==> config.mk <==
export PLATFORM = sky130hd
export DESIGN_NAME = apb_master_bridge_flat
export DESIGN_NICKNAME = d
export VERILOG_FILES = /design/src/rtl/apb_master_bridge_if.sv /design/src/rtl/apb_master_bridge.sv /design/src/flat_wrapper.sv
export SDC_FILE = /design/constraint.sdc
export NUM_CORES = 1
export LEC_CHECK = 0
export CORE_MARGIN = 2
export CORE_UTILIZATION = 45
export DETAILED_ROUTE_END_ITERATION = 8
export HOLD_SLACK_MARGIN = 0.02
export PLACE_DENSITY_LB_ADDON = 0.25
export SLEW_MARGIN = 20
export SYNTH_ARGS = -nofsm -noshare
export SYNTH_HDL_FRONTEND = slang
export SYNTH_SLANG_ARGS = --single-unit
==> constraint.sdc <==
create_clock -name PCLK -period 5.15 [get_ports PCLK]
set_clock_uncertainty 0.15 [all_clocks]
set_input_delay 1.03 -clock PCLK [delete_from_list [all_inputs] [get_ports PCLK]]
set_output_delay 1.03 -clock PCLK [all_outputs]
set_load 0.01 [all_outputs]
==> src/rtl/apb_master_bridge_if.sv <==
// apb_master_bridge_if: local request/response port plus APB bus signals of the bridge
interface apb_master_bridge_if #(
    parameter int ADDR_WIDTH = 8,
    parameter int DATA_WIDTH = 8
);
    logic                  req_valid;
    logic                  req_ready;
    logic                  req_write;
    logic [ADDR_WIDTH-1:0] req_addr;
    logic [DATA_WIDTH-1:0] req_wdata;
    logic                  rsp_valid;
    logic [DATA_WIDTH-1:0] rsp_rdata;
    logic                  rsp_err;
    logic                  PSEL;
    logic                  PENABLE;
    logic                  PWRITE;
    logic [ADDR_WIDTH-1:0] PADDR;
    logic [DATA_WIDTH-1:0] PWDATA;
    logic [DATA_WIDTH-1:0] PRDATA;
    logic                  PREADY;
    logic                  PSLVERR;
    modport master (
        input  req_valid, req_write, req_addr, req_wdata, PRDATA, PREADY, PSLVERR,
        output req_ready, rsp_valid, rsp_rdata, rsp_err, PSEL, PENABLE, PWRITE, PADDR, PWDATA
    );
    modport slave (
        output req_valid, req_write, req_addr, req_wdata, PRDATA, PREADY, PSLVERR,
        input  req_ready, rsp_valid, rsp_rdata, rsp_err, PSEL, PENABLE, PWRITE, PADDR, PWDATA
    );
endinterface

==> src/rtl/apb_master_bridge.sv <==
// apb_master_bridge: single-beat APB requester with address range check and PREADY timeout
module apb_master_bridge #(
    parameter int              ADDR_WIDTH     = 8,
    parameter int              DATA_WIDTH     = 8,
    parameter longint unsigned MAX_ADDR       = (64'd1 << ADDR_WIDTH) - 64'd1,
    parameter int              TIMEOUT_CYCLES = 16
) (
    input logic                  PCLK,
    input logic                  PRESET,
    apb_master_bridge_if.master  bus
);
    typedef enum logic [1:0] {IDLE, SETUP, ACCESS, LERR} state_t;
    localparam int CW = TIMEOUT_CYCLES > 0 ? $clog2(TIMEOUT_CYCLES + 1) : 1;
    localparam logic [CW-1:0] CNT_MAX = '1;
    state_t                state, state_n;
    logic [CW-1:0]         cnt, cnt_n, cnt_inc;
    logic                  accept, in_range;
    logic                  psel_n, penable_n, pwrite_n, rsp_valid_n, rsp_err_n;
    logic [ADDR_WIDTH-1:0] paddr_n;
    logic [DATA_WIDTH-1:0] pwdata_n, rsp_rdata_n;

    assign bus.req_ready = (state == IDLE) && !PRESET;
    assign accept        = bus.req_valid && bus.req_ready;
    assign in_range      = 64'(bus.req_addr) <= MAX_ADDR;
    assign cnt_inc       = (cnt == CNT_MAX) ? cnt : cnt + 1'b1;

    // next state and next register values; everything not touched holds
    always_comb begin
        state_n     = state;
        cnt_n       = cnt;
        psel_n      = bus.PSEL;
        penable_n   = bus.PENABLE;
        pwrite_n    = bus.PWRITE;
        paddr_n     = bus.PADDR;
        pwdata_n    = bus.PWDATA;
        rsp_valid_n = 1'b0;
        rsp_rdata_n = bus.rsp_rdata;
        rsp_err_n   = bus.rsp_err;
        case (state)
            IDLE: if (accept) begin
                if (in_range) begin
                    state_n   = SETUP;
                    psel_n    = 1'b1;
                    penable_n = 1'b0;
                    pwrite_n  = bus.req_write;
                    paddr_n   = bus.req_addr;
                    pwdata_n  = bus.req_wdata;
                end else begin
                    state_n     = LERR;
                    rsp_valid_n = 1'b1;
                    rsp_err_n   = 1'b1;
                    rsp_rdata_n = '0;
                end
            end
            SETUP: begin
                state_n   = ACCESS;
                penable_n = 1'b1;
                cnt_n     = '0;
            end
            ACCESS: begin
                cnt_n = bus.PREADY ? cnt : cnt_inc;
                if (bus.PREADY || (TIMEOUT_CYCLES != 0 && cnt_inc == CW'(TIMEOUT_CYCLES))) begin
                    state_n     = IDLE;
                    psel_n      = 1'b0;
                    penable_n   = 1'b0;
                    rsp_valid_n = 1'b1;
                    rsp_err_n   = bus.PREADY ? bus.PSLVERR : 1'b1;
                    rsp_rdata_n = (bus.PREADY && !bus.PSLVERR && !bus.PWRITE) ? bus.PRDATA : '0;
                end
            end
            default: state_n = IDLE;
        endcase
    end

    // state and output registers; reset aborts any transfer without a response
    always_ff @(posedge PCLK) begin
        if (PRESET) begin
            state         <= IDLE;
            cnt           <= '0;
            bus.PSEL      <= 1'b0;
            bus.PENABLE   <= 1'b0;
            bus.PWRITE    <= 1'b0;
            bus.PADDR     <= '0;
            bus.PWDATA    <= '0;
            bus.rsp_valid <= 1'b0;
            bus.rsp_rdata <= '0;
            bus.rsp_err   <= 1'b0;
        end else begin
            state         <= state_n;
            cnt           <= cnt_n;
            bus.PSEL      <= psel_n;
            bus.PENABLE   <= penable_n;
            bus.PWRITE    <= pwrite_n;
            bus.PADDR     <= paddr_n;
            bus.PWDATA    <= pwdata_n;
            bus.rsp_valid <= rsp_valid_n;
            bus.rsp_rdata <= rsp_rdata_n;
            bus.rsp_err   <= rsp_err_n;
        end
    end
endmodule

==> src/flat_wrapper.sv <==
// flat-port wrapper written by rule: the top's interface ports become plain ports
module apb_master_bridge_flat 
#(
    parameter int              ADDR_WIDTH     = 8,
    parameter int              DATA_WIDTH     = 8,
    parameter longint unsigned MAX_ADDR       = (64'd1 << ADDR_WIDTH) - 64'd1,
    parameter int              TIMEOUT_CYCLES = 16
)
  (PCLK, PRESET, bus_req_valid, bus_req_write, bus_req_addr, bus_req_wdata, bus_PRDATA, bus_PREADY, bus_PSLVERR, bus_req_ready, bus_rsp_valid, bus_rsp_rdata, bus_rsp_err, bus_PSEL, bus_PENABLE, bus_PWRITE, bus_PADDR, bus_PWDATA);
  apb_master_bridge_if #(.ADDR_WIDTH(ADDR_WIDTH), .DATA_WIDTH(DATA_WIDTH)) bus_i ();
  input logic PCLK;
  input logic PRESET;
  input wire logic [$bits(bus_i.req_valid)-1:0] bus_req_valid;
  input wire logic [$bits(bus_i.req_write)-1:0] bus_req_write;
  input wire logic [$bits(bus_i.req_addr)-1:0] bus_req_addr;
  input wire logic [$bits(bus_i.req_wdata)-1:0] bus_req_wdata;
  input wire logic [$bits(bus_i.PRDATA)-1:0] bus_PRDATA;
  input wire logic [$bits(bus_i.PREADY)-1:0] bus_PREADY;
  input wire logic [$bits(bus_i.PSLVERR)-1:0] bus_PSLVERR;
  output wire logic [$bits(bus_i.req_ready)-1:0] bus_req_ready;
  output wire logic [$bits(bus_i.rsp_valid)-1:0] bus_rsp_valid;
  output wire logic [$bits(bus_i.rsp_rdata)-1:0] bus_rsp_rdata;
  output wire logic [$bits(bus_i.rsp_err)-1:0] bus_rsp_err;
  output wire logic [$bits(bus_i.PSEL)-1:0] bus_PSEL;
  output wire logic [$bits(bus_i.PENABLE)-1:0] bus_PENABLE;
  output wire logic [$bits(bus_i.PWRITE)-1:0] bus_PWRITE;
  output wire logic [$bits(bus_i.PADDR)-1:0] bus_PADDR;
  output wire logic [$bits(bus_i.PWDATA)-1:0] bus_PWDATA;
  assign bus_i.req_valid = bus_req_valid;
  assign bus_i.req_write = bus_req_write;
  assign bus_i.req_addr = bus_req_addr;
  assign bus_i.req_wdata = bus_req_wdata;
  assign bus_i.PRDATA = bus_PRDATA;
  assign bus_i.PREADY = bus_PREADY;
  assign bus_i.PSLVERR = bus_PSLVERR;
  assign bus_req_ready = bus_i.req_ready;
  assign bus_rsp_valid = bus_i.rsp_valid;
  assign bus_rsp_rdata = bus_i.rsp_rdata;
  assign bus_rsp_err = bus_i.rsp_err;
  assign bus_PSEL = bus_i.PSEL;
  assign bus_PENABLE = bus_i.PENABLE;
  assign bus_PWRITE = bus_i.PWRITE;
  assign bus_PADDR = bus_i.PADDR;
  assign bus_PWDATA = bus_i.PWDATA;
  apb_master_bridge #(.ADDR_WIDTH(ADDR_WIDTH), .DATA_WIDTH(DATA_WIDTH), .MAX_ADDR(MAX_ADDR), .TIMEOUT_CYCLES(TIMEOUT_CYCLES)) u_core (.PCLK(PCLK), .PRESET(PRESET), .bus(bus_i));
endmodule
==> results.ini, run 1 <==
[timing]
fmax_mhz = 281.3
tightestPinTransition_ns = 0.9782
rsz0062_at_grt = false
fin_crit_sh_pct = 69.03
relSlewSlack_pct = 34.72
setup_viol = 0
period_minus_slack_ns = 3.555
finalHoldViolations = 0
tns_ns = 0
drv_slew = 0

[die]
die_y_um = 61.04
initial_core_util_pct = 47.56
rows = 20
die_x_um = 61.04
dieArea_sq_um = 3725
core_region_area_sq_um = 3078
num_io_pins = 60

[route]
drt_wl_total_um = 3524
vias = 1379
drcViolationCount = 0
vias_per_cell = 5.070
ant_nets = 0
drt_first_pass_iters = 4
wire_per_inst_um = 12.96
drt_iter0_drc = 57

[synth]
synthTopCellsByArea = dfxtp_1 (49%), nand2_1 (12%), o21ai_0 (6.2%), a32o_1 (5.5%), ha_1 (4.3%)
ys_ff_latch = 36
synthTopCellsByCount = nand2_1 (46), dfxtp_1 (36), o21ai_0 (18)
avgSynthCellArea_sq_um = 8.611
synthCells = 170
yosysTopAreaCell = dfxtp_1
synthAdderAreaFrac_pct = 4.274
synth-main-ff-cell = dfxtp_1
yosys-mux-area-fraction_pct = 2.051
yosysMostFrequentCell = nand2_1
synthSimpleGateAreaFrac_pct = 20.68
async_flop_share_pct = 0
syn_area_sq_um = 1464
yosys_warnings = 0
synth_edf_count = 0
synth_xor_area_share_pct = 0.5983
yosysUniqueCellTypes = 30
synth_top_area_share_pct = 49.23
synth_compound_gate_area_share_pct = 18.80
synth_top_family_by_area = simple AND/OR/NAND/NOR gates
syn-num-nets = 205
seq_area_frac_synth_pct = 49.23

[hold_path]
holdPathStages = 2
hp-class = reg2reg
min_to = u_core.bus.rsp_err
min-delay-start = u_core.bus.rsp_err

[clock_network]
insertion_delay_ns = 0.33
root_buffer = clkbuf_4
cts.path.max_buffers = 2
cts_hold_repair.buffers = 0
numCtsBuffers = 5
clkSinkCount = 36
cts_tree = done
post_cts_buffers = 0
htree_levels = 2
clkTransAtPathRegs_ns = 0.11
cts_resized = 0

[setup_path]
r2r_cells = 6
slowest_stage = clkdlybuf4s50_1
critPathKind = in2out
worstSetupStartpointType = primary input
critPathMostFrequentCell = clkdlybuf4s50_1
path_buf_inv = 2
r2r-start = u_core.cnt[0]
reg2reg_slack_ns = 3.04
path_depth = 3
path_cells = clkdlybuf4s50_1 > nor2_1 > clkdlybuf4s50_1
required_ns = 3.97
cp-end-kind = output pin
crit_fanout = 9
critPathMaxStageDelay_ns = 0.62
cp_top_family = buffers and inverters
crit_arrival_ns = 2.38
rr_endpoint = u_core.bus.PSEL

[power_and_ir_drop]
p_per_area_nw_per_um2 = 375.8
clockPowerShare_pct = 27.2
combPwrFrac_pct = 30.3
p_seq_share_pct = 42.5
vdd_drop_max_mv = 0.2275
sw_frac_of_total_pct = 29.33
p_sw_w = 0.0002393
leakage_nw = 0.7997
intPower_w = 0.0005765

[run_status]
outcome = finished clean

[grt]
overflow = 0
antenna_found_initial = 0
gr-usage-met1_pct = 22.92
track_usage_pct = 21.01
busiest_layer = met2
met3_usage_pct = 7.563
grt_pass1_wl_um = 5823
grt_util_met2_pct = 37.39
first_global_vias = 1328
grt_max_degree = 36

[layout]
fin_nets = 262
nFillCells = 264
diodes = 0
area_growth_pct = 48.29
fin_cells = 272
drive_gt1_share_pct = 6.140

[place]
dp_cells = 264
place_hpwl_um = 2614
gp_congestion = 0.7947
portBuffers = 59

[flow_run]
cap_viol_max_count = 0

[worst min-delay path, cell delays in order, from the launching register on]
cell	delay [ns]
dfxtp_1	0.33
inv_1	0.05
a21oi_1	0.05
[worst max path at each step]
| stage | start | endpoint | slack (ns) |
|---|---|---|---|
| global placement | PRESET | bus_req_ready | 1.63 |
| global route | PRESET | bus_req_ready | 1.53 |
| CTS | PRESET | bus_req_ready | 1.62 |
| floorplan | PRESET | bus_req_ready | 2.60 |
| finish | PRESET | bus_req_ready | 1.59 |
| detailed placement | PRESET | bus_req_ready | 1.62 |
[through the flow]
stage	power (W)	hold slack [ns]	cell area [sq um]	utilization [%]	worst slack [ns]
after floorplan	0.0004796	0.3015	1464	-	2.597
after global placement	0.0005888	0.2848	2071	67.28	1.634
after detailed placement	0.0005995	0.2927	2071	67.28	1.623
after CTS	0.0008197	0.3148	2166	70.37	1.622
after global routing	0.0008677	0.3405	2171	70.53	1.533
final	0.0008158	0.3097	2171	70.53	1.595
[cell usage in the layout (no fill, tap or decap), types with 2 or more instances in the layout]
master	synthesis	final
o21ai_0	18	18
nor3_1	2	2
nand3b_1	2	2
clkdlybuf4s50_1	0	59
nand2_1	46	46
clkbuf_4	0	5
ha_1	5	5
clkbuf_8	0	2
a21oi_1	8	8
a32o_1	8	8
inv_1	6	6
mux2i_1	3	3
nand3_1	3	3
nor2b_1	2	2
dfxtp_1	36	36
nor2_1	8	7
[registers in the layout (all words and copies together), names as in the netlist]
signal and count:
u_core.bus.PADDR 8, u_core.bus.PWDATA 8, u_core.bus.rsp_rdata 8, u_core.cnt 5, u_core.state 2, u_core.bus.PENABLE 1
u_core.bus.PSEL 1, u_core.bus.PWRITE 1, u_core.bus.rsp_err 1, u_core.bus.rsp_valid 1
[per-layer routing]
layer	vias to the layer above	part of all wire [%]
met5	-	0
met4	0	1.5
met3	7	6.4
met2	36	52
met1	638	40
li1	698	-
[cell families (layout without fill, tap and decap cells)]
kind of cell | Yosys count | after routing
xor gates and xnor gates | 1 | 1
muxes | 3 | 3
AOI/OAI and AO/OA | 41 | 41
and+or+nand+nor | 69 | 69
DFF | 36 | 36
adders and majority gates | 5 | 5
buffers and inverters | 15 | 73
[power by group through the flow]
| stage | Combinational (W) | Clock (W) | Sequential [W] |
|---|---|---|---|
| finish | 0.000247 | 0.000222 | 0.000347 |
| global route | 0.000277 | 0.000239 | 0.000352 |
| CTS | 0.000248 | 0.000225 | 0.000347 |
| detailed placement | 0.000247 | 0 | 0.000353 |
| global placement | 0.000238 | 0 | 0.000351 |
| floorplan | 0.000114 | 0 | 0.000366 |
[final cells by class]
class	count	area (sq um)	area share [%]
Inverter	6	22.52	1.037
Clock inverter	1	30.03	1.383
Timing Repair Buffer	59	590.6	27.20
Sequential cell	36	720.7	33.20
Clock buffer	7	65.06	2.997
Tap cell	44	55.05	2.536
Multi-Input combinational cell	119	686.9	31.64
No activity file was read; power rests on OpenSTA's default activity.
==> run 2, diff against run 1 <==
- CORE_UTILIZATION: 45 -> 38
- clock period: 5.15 -> 2.9 ns (I/O delays scaled with it)
==> results.ini, run 2 (synthesis gave the netlist of run 1 again) <==
[hold_path]
min-delay-start = u_core.bus.rsp_err
hp-class = reg2reg

[timing]
finalWorstSetupSlack_ns = 0.4632  ; -1.132 ns
tns_ns = 0  ; unchanged
rsz0062_at_grt = false
tightestPinTransition_ns = 0.8835  ; -0.09466 ns
relSlewSlack_pct = 40.64  ; +5.9 points
hold_slack_ns = 0.2956  ; -0.01411 ns
period_minus_slack_ns = 2.437
drv_slew = 0  ; unchanged
fin_crit_sh_pct = 84.03
finalHoldViolations = 0  ; unchanged
fmax_mhz = 410.4
setup_viol = 0  ; unchanged

[die]
num_io_pins = 60  ; unchanged
dieArea_sq_um = 4365  ; +17%
rows = 22  ; +10%
core_region_area_sq_um = 3689  ; +20%
initial_core_util_pct = 39.69  ; -7.9 points
die_x_um = 66.07  ; +8.2%
die_y_um = 66.07  ; +8.2%

[clock_network]
cts_hold_repair.buffers = 0  ; unchanged
clkTransAtPathRegs_ns = 0.07  ; -0.04 ns
htree_levels = 2  ; unchanged
cts.path.max_buffers = 2  ; unchanged
root_buffer = clkbuf_8
post_cts_buffers = 0  ; unchanged
cts_resized = 0  ; unchanged
cts_tree = done
numCtsBuffers = 5  ; unchanged
clkSinkCount = 36  ; unchanged
insertion_delay_ns = 0.27  ; -0.06 ns

[grt]
track_usage_pct = 16.94  ; -4.1 points
antenna_found_initial = 0  ; unchanged
grt_max_degree = 27  ; -25%
first_global_vias = 1362  ; +2.6%
overflow = 0  ; unchanged
busiest_layer = met2
met3_usage_pct = 5.281  ; -2.3 points
gr-usage-met1_pct = 19.70  ; -3.2 points
grt_pass1_wl_um = 5747  ; -1.3%
grt_util_met2_pct = 29.92  ; -7.5 points

[route]
drt_wl_total_um = 3423  ; -2.9%
drt_iter0_drc = 61  ; +7.0%
vias = 1380  ; +0.073%
drcViolationCount = 0  ; unchanged
wire_per_inst_um = 12.23  ; -5.6%
ant_nets = 0  ; unchanged
drt_first_pass_iters = 4  ; unchanged
vias_per_cell = 4.929  ; -2.8%

[setup_path]
worstSetupStartpointType = primary input
critPathKind = in2out
crit_arrival_ns = 1.71  ; -0.67 ns
cp-end-kind = output pin
required_ns = 2.17  ; -1.80 ns
worstSetupStartpoint = PRESET
crit_fanout = 2  ; -7
r2r-start = u_core.cnt[1]

[layout]
area_growth_pct = 53.33
reg.largest.list = u_core.bus.PADDR (8), u_core.bus.PWDATA (8), u_core.bus.rsp_rdata (8)
drive_gt1_share_pct = 7.759  ; +1.6 points
fin_nets = 266  ; +1.5%
fin_cells = 280  ; +2.9%
fin_util_pct = 60.85  ; -9.7 points
mostFrequentLayoutCell = clkdlybuf4s50_1
mostFrequentLayoutCells = clkdlybuf4s50_1 (59), nand2_1 (46), dfxtp_1 (36), o21ai_0 (18)
diodes = 0  ; unchanged

[power_and_ir_drop]
leakage_nw = 0.8369  ; +4.7%
vdd_drop_max_mv = 0.4672  ; +110%
p_per_area_nw_per_um2 = 682.8  ; +82%

[place]
dp_cells = 272  ; +3.0%
portBuffers = 59  ; unchanged
gp_congestion = 0.7204  ; -9.3%
place_ws_ns = 0.4605  ; -1.163 ns
place_hpwl_um = 2485  ; -4.9%

[flow_run]
cap_viol_max_count = 0  ; unchanged

[run_status]
outcome = finished clean

-- run 2: cell types whose count changed in the layout (fill, tap and decap cells not counted), sizes merged --
cell,previous run,this run
buf,0,4
-- run 2: worst paths after layout --
path	cells after the start	slack (ns)	endpoint
worst max-delay path	3	0.46	bus_req_ready
worst max register to register	6	0.80	u_core.bus.PSEL
worst min-delay path	2	0.30	u_core.bus.rsp_err
worst min register to register	2	0.30	u_core.bus.rsp_err
-- run 2: worst max-delay path, stage by stage --
cell and delay, ns:
clkdlybuf4s50_1 0.45, nor2_1 0.12, clkdlybuf4s50_1 0.55
-- run 2: final cells by class --
class / count / area, sq um
Clock buffer: 7 / 96.34
Clock inverter: 1 / 30.03
Fill cell: 358 / 1444
Inverter: 6 / 22.52
Multi-Input combinational cell: 119 / 681.9
Sequential cell: 36 / 720.7
Tap cell: 48 / 60.06
Timing Repair Buffer: 63 / 633.1
-- run 2: stage by stage --
step | area (sq um) | power [W]
2_1_floorplan | 1464 | 0.0008516
3_3_place_gp | 2118 | 0.001069
3_5_place_dp | 2118 | 0.001074
4_1_cts | 2245 | 0.001547
5_1_grt | 2245 | 0.001626
6_report | 2245 | 0.001533
-- run 2: layer usage --
layer  up-vias  share of wire (%)
met5         -                  0
met4         0               0.50
met3         2                4.8
met2        33                 51
met1       639                 44
li1        706                  -
-- run 2: power by group --
| group | leakage [nW] | switching [W] | internal, W |
|---|---|---|---|
| registers | 0.294 | 0.0000449 | 0.000571 |
| logic | 0.479 | 0.000211 | 0.000233 |
| clock network | 0.0645 | 0.000169 | 0.000303 |
==> run 3, diff against run 2 <==
- clock period: 2.9 -> 2 ns (I/O delays scaled with it)
==> results.ini, run 3 (synthesis gave the netlist of run 1 again) <==
[power_and_ir_drop]
leakage_nw = 0.8578  ; +2.5%
p_per_area_nw_per_um2 = 915.9  ; +34%
vdd_drop_max_mv = 0.7133  ; +53%

[timing]
drv_slew = 0  ; unchanged
fin_crit_sh_pct = 96.44
finalHoldViolations = 0  ; unchanged
finalWorstSetupSlack_ns = 0.07126  ; -0.3919 ns
setup_viol = 0  ; unchanged
relSlewSlack_pct = 66.13  ; +25 points
period_minus_slack_ns = 1.929
fmax_mhz = 518.5
tightestPinTransition_ns = 0.5052  ; -0.3783 ns
rsz0062_at_grt = false

[route]
vias = 1373  ; -0.51%
wire_per_inst_um = 11.82  ; -3.3%
vias_per_cell = 4.767  ; -3.3%
drt_iter0_drc = 54  ; -11%
drt_first_pass_iters = 4  ; unchanged
drcViolationCount = 0  ; unchanged
drt_wl_total_um = 3405  ; -0.53%
ant_nets = 0  ; unchanged

[setup_path]
cp-end-kind = flop
required_ns = 2.02  ; -0.15 ns
crit_arrival_ns = 1.95  ; +0.24 ns
crit_fanout = 11  ; +9
worstSetupStartpointType = flop
critPathKind = reg2reg

[layout]
reg.largest.list = u_core.bus.PADDR (8), u_core.bus.PWDATA (8), u_core.bus.rsp_rdata (8)
mostFrequentLayoutCells = clkdlybuf4s50_1 (58), nand2_1 (46), dfxtp_1 (36), o21ai_0 (18), buf_4 (12)
drive_gt1_share_pct = 12.08  ; +4.3 points
fin_cells = 288  ; +2.9%
area_growth_pct = 54.96
diodes = 0  ; unchanged
mostFrequentLayoutCell = clkdlybuf4s50_1
fin_nets = 274  ; +3.0%
fin_util_pct = 61.50  ; +0.64 points

[grt]
overflow = 0  ; unchanged
first_global_vias = 1268  ; -6.9%
grt_pass1_wl_um = 5685  ; -1.1%
track_usage_pct = 16.94  ; about the same
antenna_found_initial = 0  ; unchanged
grt_max_degree = 25  ; -7.4%

[flow_run]
cap_viol_max_count = 0  ; unchanged

[clock_network]
htree_levels = 2  ; unchanged
cts_tree = done
clkSinkCount = 36  ; unchanged
clkTransAtPathRegs_ns = 0.07  ; about the same
cts_resized = 2  ; +2
cts_hold_repair.buffers = 0  ; unchanged
insertion_delay_ns = 0.28  ; about the same
numCtsBuffers = 5  ; unchanged
cts.path.max_buffers = 2  ; unchanged
post_cts_buffers = 0  ; unchanged
root_buffer = clkbuf_8

[die]
num_io_pins = 60  ; unchanged
die_y_um = 66.07  ; unchanged
initial_core_util_pct = 39.69  ; unchanged
die_x_um = 66.07  ; unchanged
rows = 22  ; unchanged
core_region_area_sq_um = 3689  ; unchanged
dieArea_sq_um = 4365  ; unchanged

[place]
portBuffers = 59  ; unchanged
gp_congestion = 0.7546  ; +4.7%
dp_cells = 280  ; +2.9%
place_ws_ns = -0.1344  ; -0.5950 ns
place_hpwl_um = 2556  ; +2.8%

[hold_path]
hp-class = reg2reg

[run_status]
outcome = finished clean

## run 3: final cells by class
class                      instances  area [sq um]
clock inverter                     1         7.507
multi-input combinational        119         695.7
fill                             344          1420
clock buffer                       7         86.33
sequential                        36         720.7
tap                               48         60.06
timing repair buffer              71         675.6
inverter                           6         22.52
## run 3: final timing paths
path / startpoint / end / slack [ns] / cells past startpoint
max: u_core.cnt[0] / u_core.bus.PSEL / 0.07 / 6
min: u_core.bus.rsp_err / u_core.bus.rsp_err / 0.30 / 2
max reg2reg: u_core.cnt[0] / u_core.bus.PSEL / 0.07 / 6
min reg2reg: u_core.bus.rsp_err / u_core.bus.rsp_err / 0.30 / 2
## run 3: power by group
| part | total, W | switching, W | internal [W] | leakage [nW] |
|---|---|---|---|---|
| registers | 0.000886 | 0.0000579 | 0.000828 | 0.294 |
| logic | 0.000665 | 0.000314 | 0.000351 | 0.520 |
| clock network | 0.000527 | 0.000248 | 0.000280 | 0.0445 |
## run 3: through the flow
stage               hold WS (ns)  setup TNS, ns  instance area, sq um  total power, W
finish                    0.2965              0                  2268        0.002078
CTS                       0.2988              0                  2258        0.002090
detailed placement        0.2885         -1.095                  2166        0.001569
global route              0.3244              0                  2268        0.002218
global placement          0.2806         -1.200                  2166        0.001568
floorplan                 0.3015              0                  1464        0.001235
## run 3: critical path, stage by stage, from the launching register on
cell	delay (ns)
dfxtp_1	0.32
ha_1	0.31
nor2b_2	0.14
nand4_1	0.10
a32o_2	0.26
a21bo_4	0.27
o221a_2	0.27
## run 3: metal layers
| metal | global-route usage, % | vias to the layer above | share of wire, % |
|---|---|---|---|
| met1 | 21.89 | 620 | 47 |
| met2 | 26.77 | 31 | 48 |
| li1 | - | 720 | - |
| met4 | 5.357 | 0 | 0.62 |
| met3 | 5.451 | 2 | 5.3 |
| met5 | 0 | - | 0 |
